## src/rtl/inst_fetch_stage.sv

```systemverilog
// Instruction fetch stage: owns the PC, drives the instruction ROM address and
// registers the returned word into the IF/ID register. Optional macro: FETCH_CNT_EN.
module inst_fetch_stage #(
    parameter int              PC_W     = 5,
    parameter int              INST_W   = 32,
    parameter logic [PC_W-1:0] RESET_PC = {PC_W{1'b0}}
) (
    input  logic              clk,
    input  logic              rst_n,
    output logic [PC_W-1:0]   pc,
    input  logic [INST_W-1:0] inst_in,
    input  logic              id_ready,
    input  logic              redirect_en,
    input  logic [PC_W-1:0]   redirect_pc,
    input  logic              halt_req,
    input  logic              start,
    output logic [INST_W-1:0] if_id_inst,
    output logic [PC_W-1:0]   if_id_pc,
    output logic              if_id_valid,
    output logic              halted,
    output logic [1:0]        state_dbg
`ifdef FETCH_CNT_EN
    ,
    output logic [15:0]       fetch_cnt
`endif
);

    typedef enum logic [1:0] {
        ST_BOOT = 2'd0,
        ST_RUN  = 2'd1,
        ST_HALT = 2'd2
    } state_t;

    state_t          state;
    logic [PC_W-1:0] redirect_tgt;

    // Handshake: if_id_* carry a real instruction when if_id_valid=1, and decode
    // consumes it on any edge where id_ready=1; with id_ready=0 everything holds.
    // Redirect targets are forced word-aligned by clearing the two low bits.
    assign redirect_tgt = redirect_pc & ~(PC_W'(3));
    assign state_dbg    = state;

    always_ff @(posedge clk or negedge rst_n) begin
        if (!rst_n) begin
            state       <= ST_BOOT;
            pc          <= RESET_PC;
            if_id_inst  <= '0;
            if_id_pc    <= '0;
            if_id_valid <= 1'b0;
            halted      <= 1'b0;
`ifdef FETCH_CNT_EN
            fetch_cnt   <= 16'd0;
`endif
        end else begin
            case (state)
                ST_BOOT: begin
                    state <= ST_RUN;
                    if (redirect_en) begin
                        pc          <= redirect_tgt;
                        if_id_valid <= 1'b0;
                    end
                end

                ST_RUN: begin
                    if (redirect_en) begin
                        // Redirect wins over both stall and halt_req.
                        pc          <= redirect_tgt;
                        if_id_valid <= 1'b0;
                    end else begin
                        if (halt_req) begin
                            state  <= ST_HALT;
                            halted <= 1'b1;
                        end
                        if (id_ready) begin
                            if_id_inst  <= inst_in;
                            if_id_pc    <= pc;
                            if_id_valid <= 1'b1;
                            pc          <= pc + PC_W'(4);
`ifdef FETCH_CNT_EN
                            fetch_cnt   <= fetch_cnt + 16'd1;
`endif
                        end
                    end
                end

                ST_HALT: begin
                    // PC frozen; the held instruction drains once decode accepts it.
                    if (redirect_en) begin
                        pc          <= redirect_tgt;
                        if_id_valid <= 1'b0;
                    end else if (id_ready) begin
                        if_id_valid <= 1'b0;
                    end
                    if (start) begin
                        state  <= ST_RUN;
                        halted <= 1'b0;
                    end
                end

                default: begin
                    state  <= ST_BOOT;
                    halted <= 1'b0;
                end
            endcase
        end
    end

endmodule

```

## config.mk

```make
export PLATFORM = sky130hd
export DESIGN_NAME = inst_fetch_stage
export DESIGN_NICKNAME = d
export VERILOG_FILES = /design/src/rtl/inst_fetch_stage.sv
export SDC_FILE = /design/constraint.sdc
export NUM_CORES = 1
export LEC_CHECK = 0
export BUFFER_PORTS_ARGS = -buffer_cell sky130_fd_sc_hd__buf_4
export CORE_ASPECT_RATIO = 1.2
export CORE_MARGIN = 2
export CORE_UTILIZATION = 45
export DETAILED_ROUTE_END_ITERATION = 10
export GPL_ROUTABILITY_DRIVEN = 0
export PLACE_DENSITY = 0.74
export SLEW_MARGIN = 20
export SYNTH_ARGS = -nofsm -noshare
export SYNTH_HDL_FRONTEND = slang
export SYNTH_SLANG_ARGS = --single-unit
export TNS_END_PERCENT = 20
```

## constraint.sdc

```tcl
create_clock -name clk -period 2.2 [get_ports clk]
set_input_delay 0.22 -clock clk [delete_from_list [all_inputs] [get_ports clk]]
set_output_delay 0.22 -clock clk [all_outputs]
set_load 0.05 [all_outputs]
```

==> metrics.txt <==
Bufs on Longest Clock Path=2; Core Area=0.004229 mm2; port bufs=82; worst-margin pin slew=519.0 ps; cell mode on critical path=inv_1; top-count cell post-synth=dfrtp_1; WL/cell=14.77 um; Cell Chain, Critical Path=inv_1 > ha_1 > inv_1 > or3_2 > buf_4 > mux2_4; Post-DRT Antenna Nets=0; CTS buffer count=5; Fill cells=341; via/cell ratio=4.860; Max Cap Viol=0; Hold Path Sink=if_id_inst[20]; adder-cell share of the synthesized area=3.827%; Post-synth top cells=42 x dfrtp_1, 30 x mux2_4, 6 x ha_1, 6 x inv_1, 6 x nand2_1; design area=0.002668 mm2; largest cells by area after synthesis=dfrtp_1 54%, mux2_4 23%, ha_1 3.8%; vias in the first global route=1373; Ant. Diodes=0; Final min period=1919 ps; htree depth=2; Final #Nets=264; CTS tree=yes; total iterations of the first detailed-routing run=4; Post-Synth XOR/XNOR Area=0%; root buf cell=clkbuf_8; Critical-path top delay cell=dfrtp_1; Horiz. Die Dim=64.28 um; Reg-to-Reg End=if_id_inst[18]; Synth Area in Simple Gates=3.763%; DP HPWL=3.001 mm; layout cells sized above 1=58.80%; CP endpoint kind=flop; R2R setup slack=280 ps; Placement Cell Area=0.002566 mm2; area delta synth->final=35.97%; via count=1322; # rows=26; # DRC=0; pin count of the biggest net entering global routing=43; Die H=76.33 um; Fmax=521.2 MHz; Post-Syn Area per Cell=15.09 um2; status=complete, no violations; post-layout util=63.08%; initial antenna violation count=0; first-pass GRT wire length=6.693 mm; GRT Total Usage=17.18%; Post-synth EDFFs=0; Yosys warning count=0; later-pin clock latency in the skew report=280 ps; cell taking the most area after synthesis=dfrtp_1; area share of the largest cell type after synthesis=53.57%; Top FF cell, synth=dfrtp_1; Post-Synthesis Cell Area=0.001962 mm2; Slew Viols, Final=0; clock skew=4.539 ps; Async SR Flop Fraction=100.0%; CP max stage delay=430 ps; endpoints failing setup=0; clk slew on worst S/H paths=80 ps; post-synthesis cell count=130; Worst Setup SP=state_dbg[1]; unrepaired setup endpoints after global routing=no; Setup crit start kind=flop; I/O pin cnt=89; clk sink count=42; reg-to-reg startpoint=state_dbg[1]; initial standard-cell utilization of the core=46.39%; post-synthesis mux area share=26.85%; post-CTS setup repair buffer count=0; worst min path class=primary input to flop; WP data arrival=2080 ps; post-synthesis register bit count=42; Crit Path Max Fanout=23; Slew HR=65.40%; Synth Area in Compound Gates=5.102%; Total Neg Setup Slack=0 ps; Worst Hold Depth=2; Hold Vio Cnt, Final=0; Total Routed Length=4.017 mm; Final Cycle Share=87.21%; part of the Yosys area used for sequential elements=53.57%; largest family of logic cells by synthesized area=multiplexers; Netlist cell types=26; Overflow after GRT=0; Hold Startpoint=inst_in[20]; reg2reg path depth=6; Setup CP Type=flop to flop; initial DRC count=74; Die Area=0.004906 mm2; CP Data Required Time=2360 ps
==> cell type report <==
class	count	area [um2]	area share (%)
Tap cell	56	70.07	2.627
Sequential cell	42	1051	39.40
Timing Repair Buffer	85	640.6	24.01
Clock buffer	7	86.33	3.236
Clock inverter	1	5.005	0.1876
Multi-Input combinational cell	75	792.0	29.69
Inverter	6	22.52	0.8443
==> cell usage in the layout, fill, tap and decap left out, types with 2 or more instances in the layout <==
cell type  instances
mux2_2             5
mux2i_1            2
clkbuf_8           6
buf_4             84
inv_1              6
o41ai_1            2
a222oi_1           2
o21ai_0            3
nor2b_1            4
dfrtp_1           42
o31ai_1            2
nand2_1            6
mux2_4            30
ha_1               6
conb_1             4
==> timing repair <==
item / 4_1_cts / 5_1_grt
resized for setup: 0 / 0
endpoints found under the setup margin: 0 / 0
hold buffers: 1 / 0
hold endpoints to repair: 42 / 0
==> how the worst max path moves through the flow <==
| stage | to | slack (ps) | cells after the start |
|---|---|---|---|
| 3_5_place_dp | if_id_inst[14] | 290 | 6 |
| 4_1_cts | if_id_inst[24] | 270 | 6 |
| 2_1_floorplan | if_id_inst[0] | 220 | 6 |
| 5_1_grt | if_id_inst[25] | 180 | 6 |
| 6_report | if_id_inst[18] | 280 | 6 |
| 3_3_place_gp | if_id_inst[7] | 320 | 6 |
==> sequential cells by signal, indices dropped and copies added (netlist names) <==
register / flops
state_dbg: 2
if_id_valid: 1
if_id_inst: 32
halted: 1
if_id_pc: 3
pc: 3
==> routing by layer <==
| layer | global-route usage (%) | vias to the layer above | part of all wire (%) |
|---|---|---|---|
| met1 | 21.29 | 642 | 42 |
| met5 | 0 | - | 0 |
| met3 | 4.874 | 4 | 7.5 |
| met4 | 3.191 | 0 | 0.62 |
| met2 | 29.90 | 62 | 50 |
| li1 | - | 614 | - |
==> through the flow <==
| stage | instances | setup slack (ps) | hold slack [ps] |
|---|---|---|---|
| after floorplan | 133 | 219.4 | -75.59 |
| after global placement | 263 | 317.8 | 220.6 |
| after detailed placement | 263 | 285.7 | 235.3 |
| after CTS | 272 | 273.0 | 159.5 |
| after global routing | 272 | 180.7 | 152.7 |
| final | 272 | 281.3 | 166.6 |
==> worst max-delay path: cells and delay by family, from the launching register on <==
kind / cells / cell delay [ps]
adder cells (fa/ha/maj): 1 / 150
buffers and inverters: 3 / 460
flip-flops: 1 / 430
multiplexers: 1 / 340
AND/OR/NAND/NOR: 1 / 420
==> cells by family after synthesis <==
family / Yosys count
AO/OA/AOI/OAI: 13
adder cells (fa/ha/maj): 6
buffers and inverters: 16
flip-flops: 42
multiplexers: 37
other: 1
AND/OR/NAND/NOR: 15
Power is not shown: default switching activity piles up to over one toggle a cycle in this logic, so the estimate is an artifact.
